--- config.mk ---
export PLATFORM = sky130hd
export DESIGN_NAME = uart_wrapper
export DESIGN_NICKNAME = d
export VERILOG_FILES = /design/src/rtl/uart_wrapper.sv
export SDC_FILE = /design/constraint.sdc
export NUM_CORES = 1
export LEC_CHECK = 0
export BUFFER_PORTS_ARGS = -buffer_cell sky130_fd_sc_hd__buf_2
export CAP_MARGIN = 10
export CORE_MARGIN = 3
export CORE_UTILIZATION = 45
export DETAILED_ROUTE_END_ITERATION = 10
export PLACE_DENSITY = 0.66
export SETUP_SLACK_MARGIN = 0.3
export SLEW_MARGIN = 20
export SYNTH_ARGS = -nofsm -noshare
export SYNTH_HDL_FRONTEND = slang
export SYNTH_SLANG_ARGS = --single-unit
export TNS_END_PERCENT = 10
--- constraint.sdc ---
create_clock -name clk -period 3 [get_ports clk]
set_input_delay 0.15 -clock clk [delete_from_list [all_inputs] [get_ports clk]]
set_output_delay 0.15 -clock clk [all_outputs]
set_load 0.03 [all_outputs]
--- src/rtl/uart_wrapper.sv ---
// UART command receiver (two bytes -> 16-bit cmd, high byte first) and response byte transmitter.
// Optional build macro UART_WRAPPER_FRAME_ERR_EN: drop bytes whose stop bit samples low.
module uart_wrapper #(
    parameter int BAUD_DIV = 2604
) (
    input  logic        clk,
    input  logic        rst,
    input  logic        RX,
    output logic        TX,
    output logic [15:0] cmd,
    output logic        cmd_rdy,
    input  logic        clr_cmd_rdy,
    input  logic        trmt,
    input  logic [7:0]  resp,
    output logic        tx_done
);

    localparam int CW = (BAUD_DIV > 2) ? $clog2(BAUD_DIV) : 1;
    localparam logic [CW-1:0] FULL_M1 = CW'(BAUD_DIV - 1);
    localparam logic [CW-1:0] HALF_M1 = CW'(BAUD_DIV / 2 - 1);

    localparam logic [0:0] ST_HIGH = 1'b0;
    localparam logic [0:0] ST_LOW  = 1'b1;

    // ---------------- RX synchronizer and edge detect ----------------
    logic rx_s1_q, rx_s1_d;
    logic rx_s2_q, rx_s2_d;
    logic rx_prev_q, rx_prev_d;
    logic rx_fall;

    always_comb begin
        rx_s1_d   = RX;
        rx_s2_d   = rx_s1_q;
        rx_prev_d = rx_s2_q;
    end

    assign rx_fall = rx_prev_q & ~rx_s2_q;

    always_ff @(posedge clk or posedge rst) begin
        if (rst) begin
            rx_s1_q   <= 1'b1;
            rx_s2_q   <= 1'b1;
            rx_prev_q <= 1'b1;
        end else begin
            rx_s1_q   <= rx_s1_d;
            rx_s2_q   <= rx_s2_d;
            rx_prev_q <= rx_prev_d;
        end
    end

    // ---------------- RX deserializer ----------------
    logic          rx_busy_q, rx_busy_d;
    logic [CW-1:0] rx_cnt_q, rx_cnt_d;
    logic [3:0]    rx_bit_q, rx_bit_d;
    logic [7:0]    rx_shift_q, rx_shift_d;
    logic          rx_stop;
    logic          rx_rdy;

    // rx_bit counts samples: 0 = start, 1..8 = data, 9 = stop.
    always_comb begin
        rx_busy_d  = rx_busy_q;
        rx_cnt_d   = rx_cnt_q;
        rx_bit_d   = rx_bit_q;
        rx_shift_d = rx_shift_q;
        rx_stop    = 1'b0;
        if (!rx_busy_q) begin
            if (rx_fall) begin
                rx_busy_d = 1'b1;
                rx_cnt_d  = HALF_M1;
                rx_bit_d  = 4'd0;
            end
        end else if (rx_cnt_q != '0) begin
            rx_cnt_d = rx_cnt_q - 1'b1;
        end else begin
            rx_cnt_d = FULL_M1;
            if (rx_bit_q == 4'd9) begin
                rx_busy_d = 1'b0;
                rx_bit_d  = 4'd0;
                rx_stop   = 1'b1;
            end else begin
                rx_bit_d = rx_bit_q + 4'd1;
                if (rx_bit_q != 4'd0) begin
                    rx_shift_d = {rx_s2_q, rx_shift_q[7:1]};
                end
            end
        end
    end

    always_ff @(posedge clk or posedge rst) begin
        if (rst) begin
            rx_busy_q  <= 1'b0;
            rx_cnt_q   <= '0;
            rx_bit_q   <= 4'd0;
            rx_shift_q <= 8'h00;
        end else begin
            rx_busy_q  <= rx_busy_d;
            rx_cnt_q   <= rx_cnt_d;
            rx_bit_q   <= rx_bit_d;
            rx_shift_q <= rx_shift_d;
        end
    end

`ifdef UART_WRAPPER_FRAME_ERR_EN
    logic rx_ferr;
    assign rx_rdy  = rx_stop & rx_s2_q;
    assign rx_ferr = rx_stop & ~rx_s2_q;
`else
    assign rx_rdy  = rx_stop;
`endif

    // ---------------- Command assembly FSM ----------------
    logic [0:0]  state_q, state_d;
    logic [7:0]  upper_q, upper_d;
    logic [15:0] cmd_q, cmd_d;
    logic        cmd_rdy_q, cmd_rdy_d;

    // Set of cmd_rdy is evaluated after the clear so that set wins.
    always_comb begin
        state_d   = state_q;
        upper_d   = upper_q;
        cmd_d     = cmd_q;
        cmd_rdy_d = cmd_rdy_q;
        if (clr_cmd_rdy) begin
            cmd_rdy_d = 1'b0;
        end
        case (state_q)
            ST_HIGH: begin
                if (rx_rdy) begin
                    upper_d   = rx_shift_q;
                    cmd_rdy_d = 1'b0;
                    state_d   = ST_LOW;
                end
            end
            ST_LOW: begin
                if (rx_rdy) begin
                    cmd_d     = {upper_q, rx_shift_q};
                    cmd_rdy_d = 1'b1;
                    state_d   = ST_HIGH;
                end
`ifdef UART_WRAPPER_FRAME_ERR_EN
                else if (rx_ferr) begin
                    upper_d = 8'h00;
                    state_d = ST_HIGH;
                end
`endif
            end
            default: state_d = ST_HIGH;
        endcase
    end

    always_ff @(posedge clk or posedge rst) begin
        if (rst) begin
            state_q   <= ST_HIGH;
            upper_q   <= 8'h00;
            cmd_q     <= 16'h0000;
            cmd_rdy_q <= 1'b0;
        end else begin
            state_q   <= state_d;
            upper_q   <= upper_d;
            cmd_q     <= cmd_d;
            cmd_rdy_q <= cmd_rdy_d;
        end
    end

    assign cmd     = cmd_q;
    assign cmd_rdy = cmd_rdy_q;

    // ---------------- TX serializer ----------------
    logic          tx_busy_q, tx_busy_d;
    logic [CW-1:0] tx_cnt_q, tx_cnt_d;
    logic [3:0]    tx_bit_q, tx_bit_d;
    logic [9:0]    tx_shift_q, tx_shift_d;
    logic          tx_done_q, tx_done_d;

    // Shift fills with ones so the line idles high once the stop bit is out.
    always_comb begin
        tx_busy_d  = tx_busy_q;
        tx_cnt_d   = tx_cnt_q;
        tx_bit_d   = tx_bit_q;
        tx_shift_d = tx_shift_q;
        tx_done_d  = tx_done_q;
        if (!tx_busy_q) begin
            if (trmt) begin
                tx_busy_d  = 1'b1;
                tx_shift_d = {1'b1, resp, 1'b0};
                tx_cnt_d   = '0;
                tx_bit_d   = 4'd0;
                tx_done_d  = 1'b0;
            end
        end else if (tx_cnt_q != FULL_M1) begin
            tx_cnt_d = tx_cnt_q + 1'b1;
        end else begin
            tx_cnt_d   = '0;
            tx_shift_d = {1'b1, tx_shift_q[9:1]};
            if (tx_bit_q == 4'd9) begin
                tx_busy_d = 1'b0;
                tx_bit_d  = 4'd0;
                tx_done_d = 1'b1;
            end else begin
                tx_bit_d = tx_bit_q + 4'd1;
            end
        end
    end

    always_ff @(posedge clk or posedge rst) begin
        if (rst) begin
            tx_busy_q  <= 1'b0;
            tx_cnt_q   <= '0;
            tx_bit_q   <= 4'd0;
            tx_shift_q <= 10'h3FF;
            tx_done_q  <= 1'b0;
        end else begin
            tx_busy_q  <= tx_busy_d;
            tx_cnt_q   <= tx_cnt_d;
            tx_bit_q   <= tx_bit_d;
            tx_shift_q <= tx_shift_d;
            tx_done_q  <= tx_done_d;
        end
    end

    assign TX      = tx_shift_q[0];
    assign tx_done = tx_done_q;

endmodule

==> flow_summary.yaml, run 1 <==
setup_path:
  cp-start-kind: "flip-flop"
  r2r_start: "rx_cnt_q[0]$_DFFE_PP0P_"
  cp.arrival_ns: 2.68
  path_common_cell: "ha_1"
  r2r-end: "upper_q[4]$_DFFE_PP0P_"
  cp-end-kind: "flip-flop"
  crit_path_max_fanout: 8
  slowest_stage: "ha_1"
  cpPeakStageDelay_ns: 0.44
  critical_path.startpoint: "rx_cnt_q[0]$_DFFE_PP0P_"
  worstPathRequired_ns: 3.25
  path_class: "reg2reg"
  cp_cell_sequence: "inv_1 -> ha_1 -> nor3b_1 -> nand4_2 -> nor2_1 -> ha_1 -> mux2_2"
  r2r_setup_slack_ns: 0.57
  rr_worst_depth: 7
worst_hold_path:
  hold_path_end: "cmd_rdy$_DFF_PP0_"
  holdPathStages: 3
  hold_path_class: "in2reg"
  min_from: "clr_cmd_rdy"
cells_and_area:
  drive_above_1_share: 0.313
  n_antenna_cell: 0
  finalNetCount: 395
  area_delta_synth_final_pct: 14.0
yosys:
  yosys.cell_count.top_type: "dfrtp_1"
  synthesis.nets: 353
  yosysTopAreaCell: "dfrtp_1"
  netlist_instances: 330
  synth_edf_count: 0
  synthSimpleGateAreaFrac: 0.160
  synthXorXnorAreaFrac: 0.00231
  seq_area_frac_synth: 0.540
  yosys_warnings: 0
  synth.avg_cell_area_um2: 11.5
  async_flop_share: 1.00
  synth_compound_area_frac: 0.136
  ys_top_cells_by_area: "dfrtp_1, mux2_2, dfstp_2, ha_1, o21ai_0"
  synth_top_family_by_area: "simple AND/OR/NAND/NOR gates"
  synthAdderAreaFrac: 0.0331
  synth_area_um2: 3780
  yosys_most_used_dff: "dfrtp_1"
  synthTopCellsByCount: "dfrtp_1, mux2_2, nand2_1"
  synthMuxAreaShare: 0.106
  synth_top_area_frac: 0.456
  ys_ff_latch: 81
  ys_types: 55
clock_tree:
  clockBufferDepth: 2
  cts.sinks: 81
  htreeDepth: 3
  cts_made_buffers: 9
  root_buffer: "clkbuf_8"
  cts_tree: "done"
  worstSkewPairLatency_ns: 0.37
  cts_resized: 0
  path_clk_slew_ns: 0.09
power_and_ir_drop:
  swShare: 0.309
  intPower_mw: 1.83
  power.share.combinational: 0.150
  p_leak_nw: 2.02
  seqPwrFrac: 0.532
  p_sw_mw: 0.818
  powerDensity_nw_per_um2: 614
  vdd_drop_max_uv: 232
  clkPwrFrac: 0.318
timing:
  tns_ns: 0
  maxSlewViolCount: 0
  worst_pin_slew_ns: 0.854
  period_minus_slack_ns: 2.43
  max_freq_mhz: 411
  rsz0062_at_grt: "no"
  relSlewSlack: 0.430
  clock_skew_ns: 0.0136
  min_period_over_period: 0.811
  setup_viol: 0
  hold_slack_ns: 0.0616
  finalHoldViolCount: 0
place:
  io_buffers: 31
  hpwl_mm: 4.87
  routabilityCongestion: 0.823
detailed_routing:
  avgViaCountPerCell: 5.42
  drt-total-wl_mm: 6.93
  wl_per_cell_um: 14.5
  dr.pass1.iters: 4
  first_iter_violations: 42
  ant_nets: 0
  vias: 2597
  drc: 0
global_routing:
  antenna_found_initial: 0
  grt_pass1_wl_mm: 12.2
  grt_max_degree: 53
  grt_usage: 0.156
  grt_pass1_vias: 2619
  grt_overflow: 0
flow_run:
  maxCapViolations: 0
outcome:
  outcome: "finished, final reports clean"
die:
  die_w_um: 97.7
  pin_count: 32
  start_util: 0.477
  core_um2: 7930
  rows: 32
  die_h_um: 97.7
  die_area_um2: 9550
-- worst max-delay path by stage --
stage                              to  slack (ns)  depth (start not counted)
4_1_cts        upper_q[6]$_DFFE_PP0P_        0.55                          7
3_3_place_gp   upper_q[0]$_DFFE_PP0P_        0.66                          7
2_1_floorplan      cmd[0]$_DFFE_PP0P_        0.38                          9
5_1_grt        upper_q[4]$_DFFE_PP0P_        0.32                          7
3_5_place_dp   upper_q[3]$_DFFE_PP0P_        0.58                          7
6_report       upper_q[4]$_DFFE_PP0P_        0.57                          7
-- cell families (layout without fill, tap and decap cells) --
kind of cell	after synthesis	count (layout)
AO/OA/AOI/OAI	73	73
XOR/XNOR	1	1
adder cells (fa/ha/maj)	10	10
buffers and inverters	24	71
flip-flops	81	81
multiplexers	36	36
AND/OR/NAND/NOR	105	105
-- routing by layer --
| layer | vias up | routed length (um) | GRT usage |
|---|---|---|---|
| met4 | 0 | 124 | 0.0682 |
| li1 | 1303 | - | - |
| met2 | 36 | 3240 | 0.250 |
| met5 | - | 0 | 0 |
| met3 | 11 | 215 | 0.0359 |
| met1 | 1247 | 3350 | 0.203 |
-- power groups by stage --
stage	combinational, mW	sequential [mW]	clock (mW)
final	0.397	1.41	0.841
after global routing	0.459	1.43	0.907
after CTS	0.402	1.41	0.862
after detailed placement	0.402	1.42	0
after global placement	0.383	1.42	0
after floorplan	0.325	1.39	0
-- sequential cells by signal (all words and copies together) (netlist names), 4 cells and up --
register,cells
rx_cnt_q,12
tx_cnt_q,12
upper_q,8
rx_shift_q,8
rx_bit_q,4
cmd,16
tx_shift_q,9
tx_bit_q,4
-- worst max-delay path: cells and delay by family (launching register included) --
kind / cells / cell delay [ns]
adders and majority gates: 2 / 0.58
buffers and inverters: 1 / 0.10
and+or+nand+nor: 3 / 0.84
DFF: 1 / 0.42
muxes: 1 / 0.38
-- final cells by class --
cell class / instances / area, um2
clock buffer: 9 / 124
clock inverter: 7 / 82.6
fill: 712 / 3610
inverter: 15 / 57.6
multi-input combinational: 225 / 1650
sequential: 81 / 2040
tap: 102 / 128
timing repair buffer: 40 / 228
-- cells in the final DEF (no fill, tap or decap), drive strengths merged, types with 12 or more instances in the layout --
master / n
nand3: 15
mux2: 32
a21oi: 14
inv: 16
o21ai: 20
dfstp: 12
nand2: 21
buf: 38
dfrtp: 69
-- repair_timing --
action / 4_1_cts / 5_1_grt
setup buffers: 0 / 0
hold endpoints to repair: 50 / 0
hold buffers: 2 / 0
-- through the flow --
step | power (mW) | cells | utilization | setup slack (ns) | cell area, um2
final | 2.65 | 479 | 0.544 | 0.567 | 4310
after global routing | 2.80 | 479 | 0.544 | 0.322 | 4310
after detailed placement | 1.82 | 461 | 0.515 | 0.580 | 4090
after CTS | 2.67 | 479 | 0.544 | 0.551 | 4310
after floorplan | 1.71 | 330 | - | 0.381 | 3790
after global placement | 1.80 | 461 | 0.515 | 0.662 | 4090
(Power assumes the default switching activity.)
==> inputs of run 2 (changes only) <==
Clock period 3 ns to 2.25 ns, I/O delays scaled along.
==> flow_summary.yaml, run 2 (synthesis results as in run 1) <==
place:
  place_inst: 467
  post-place-ws_ns: 0.146
  routabilityCongestion: 0.792
  place_area_um2: 4190
  hpwl_mm: 5.07
  io_buffers: 31
timing:
  clock_skew_ns: 0.0138
  max_freq_mhz: 492
  tns_ns: 0
  maxSlewViolCount: 0
  relSlewSlack: 0.614
  min_period_over_period: 0.904
  setup_ws_ns: 0.216
  finalHoldViolCount: 0
  rsz0062_at_grt: "yes"
  hold_slack_ns: 0.0727
  period_minus_slack_ns: 2.03
  setup_viol: 0
  worst_pin_slew_ns: 0.577
detailed_routing:
  dr.pass1.iters: 4
  wl_per_cell_um: 15.0
  met3_length_um: 231
  first_iter_violations: 113
  vias: 2735
  dr.max_layer_used: "met4"
  wl_met1_mm: 3.63
  drc: 0
  drt-total-wl_mm: 7.46
  dr_wl_met2_mm: 3.48
  ant_nets: 0
  avgViaCountPerCell: 5.50
clock_tree:
  htreeDepth: 3
  path_clk_slew_ns: 0.09
  cts_tree: "done"
  cts.sinks: 81
  worstSkewPairLatency_ns: 0.35
  cts_made_buffers: 9
  root_buffer: "clkbuf_8"
  clockBufferDepth: 2
power_and_ir_drop:
  vdd_drop_max_uv: 303
  intPower_mw: 2.56
  clkPwrFrac: 0.300
  p_leak_nw: 2.13
  powerDensity_nw_per_um2: 809
  swShare: 0.312
  power.share.combinational: 0.192
  seqPwrFrac: 0.508
  p_sw_mw: 1.16
  power_mw: 3.71
cells_and_area:
  drive_above_1_share: 0.380
  fillers: 705
  layout_common_cells: "dfrtp_1, buf_2, mux2_2"
  postLayoutCoreUtil: 0.579
  area_delta_synth_final_pct: 21.4
  layout_commonest_cell: "dfrtp_1"
  multi_input_area_um2: 1750
  seqCellArea_um2: 2040
  n_antenna_cell: 0
  largest_reg_flops: 16
  final_cell_area_um2: 4590
  fin_cells: 497
  finalNetCount: 413
setup_path:
  path_class: "reg2reg"
  r2r-end: "tx_shift_q[4]$_DFFE_PP1P_"
  cp-end-kind: "flip-flop"
  crit_path_max_fanout: 7
  cp.arrival_ns: 2.32
  rr_worst_depth: 4
  r2r_setup_slack_ns: 0.22
  r2r_start: "tx_cnt_q[7]$_DFFE_PP0P_"
  worstPathRequired_ns: 2.54
  cp-start-kind: "flip-flop"
die:
  die_h_um: 97.7
  pin_count: 32
  die_area_um2: 9550
  die_w_um: 97.7
  start_util: 0.477
  core_um2: 7930
  rows: 32
global_routing:
  grt_pass1_vias: 2753
  antenna_found_initial: 0
  grt_overflow: 0
  grt_pass1_wl_mm: 13.0
  grt_max_degree: 57
  grt_usage: 0.164
worst_hold_path:
  hold_path_class: "in2reg"
  min_from: "resp[7]"
  hold_path_end: "tx_shift_q[8]$_DFFE_PP1P_"
  holdPathStages: 3
flow_run:
  maxCapViolations: 0
outcome:
  outcome: "finished, final reports clean"
-- run 2: routing by layer --
layer  GRT usage  vias up
met3      0.0258        9
met2       0.253       46
met1       0.233     1344
li1            -     1336
met5           0        -
met4      0.0671        0
-- run 2: how the worst max path moves through the flow --
stage,start,end,slack (ns),depth (start not counted)
CTS,tx_cnt_q[7]$_DFFE_PP0P_,tx_shift_q[4]$_DFFE_PP1P_,0.20,4
finish,tx_cnt_q[7]$_DFFE_PP0P_,tx_shift_q[4]$_DFFE_PP1P_,0.22,4
global route,tx_cnt_q[1]$_DFFE_PP0P_,tx_shift_q[4]$_DFFE_PP1P_,0.16,5
floorplan,rx_cnt_q[0]$_DFFE_PP0P_,upper_q[0]$_DFFE_PP0P_,0.12,8
global placement,tx_cnt_q[0]$_DFFE_PP0P_,tx_shift_q[2]$_DFFE_PP1P_,0.18,5
detailed placement,rx_cnt_q[0]$_DFFE_PP0P_,upper_q[5]$_DFFE_PP0P_,0.15,7
-- run 2: area by class of cell --
type	instances	share of cell area
clock inverters	7	0.0180
clock buffers	9	0.0270
multi-input cells	225	0.381
repair buffers	58	0.0883
well taps	102	0.0278
inverters	15	0.0131
flip-flops and latches	81	0.445
-- run 2: critical path, cell delays in order, from the launching register on --
cell and delay [ns]:
dfrtp_1 0.39, or4b_4 0.57, or4_4 0.53, o21ai_4 0.24, o221a_2 0.23
-- run 2: timing repair --
action | in CTS | in global routing
gates cloned | 0 | 1
buffers inserted | 6 | 5
hold buffers | 2 | 0
endpoints found under the setup margin | 44 | 48
pin swaps | 4 | 4
hold endpoints to repair | 16 | 0
gates resized for setup | 6 | 11
-- run 2: power groups by stage --
stage / registers [mW] / logic (mW) / clock network (mW)
2_1_floorplan: 1.86 / 0.452 / 0
3_3_place_gp: 1.91 / 0.564 / 0
3_5_place_dp: 1.92 / 0.586 / 0
4_1_cts: 1.88 / 0.662 / 1.14
5_1_grt: 1.92 / 0.815 / 1.20
6_report: 1.89 / 0.714 / 1.11
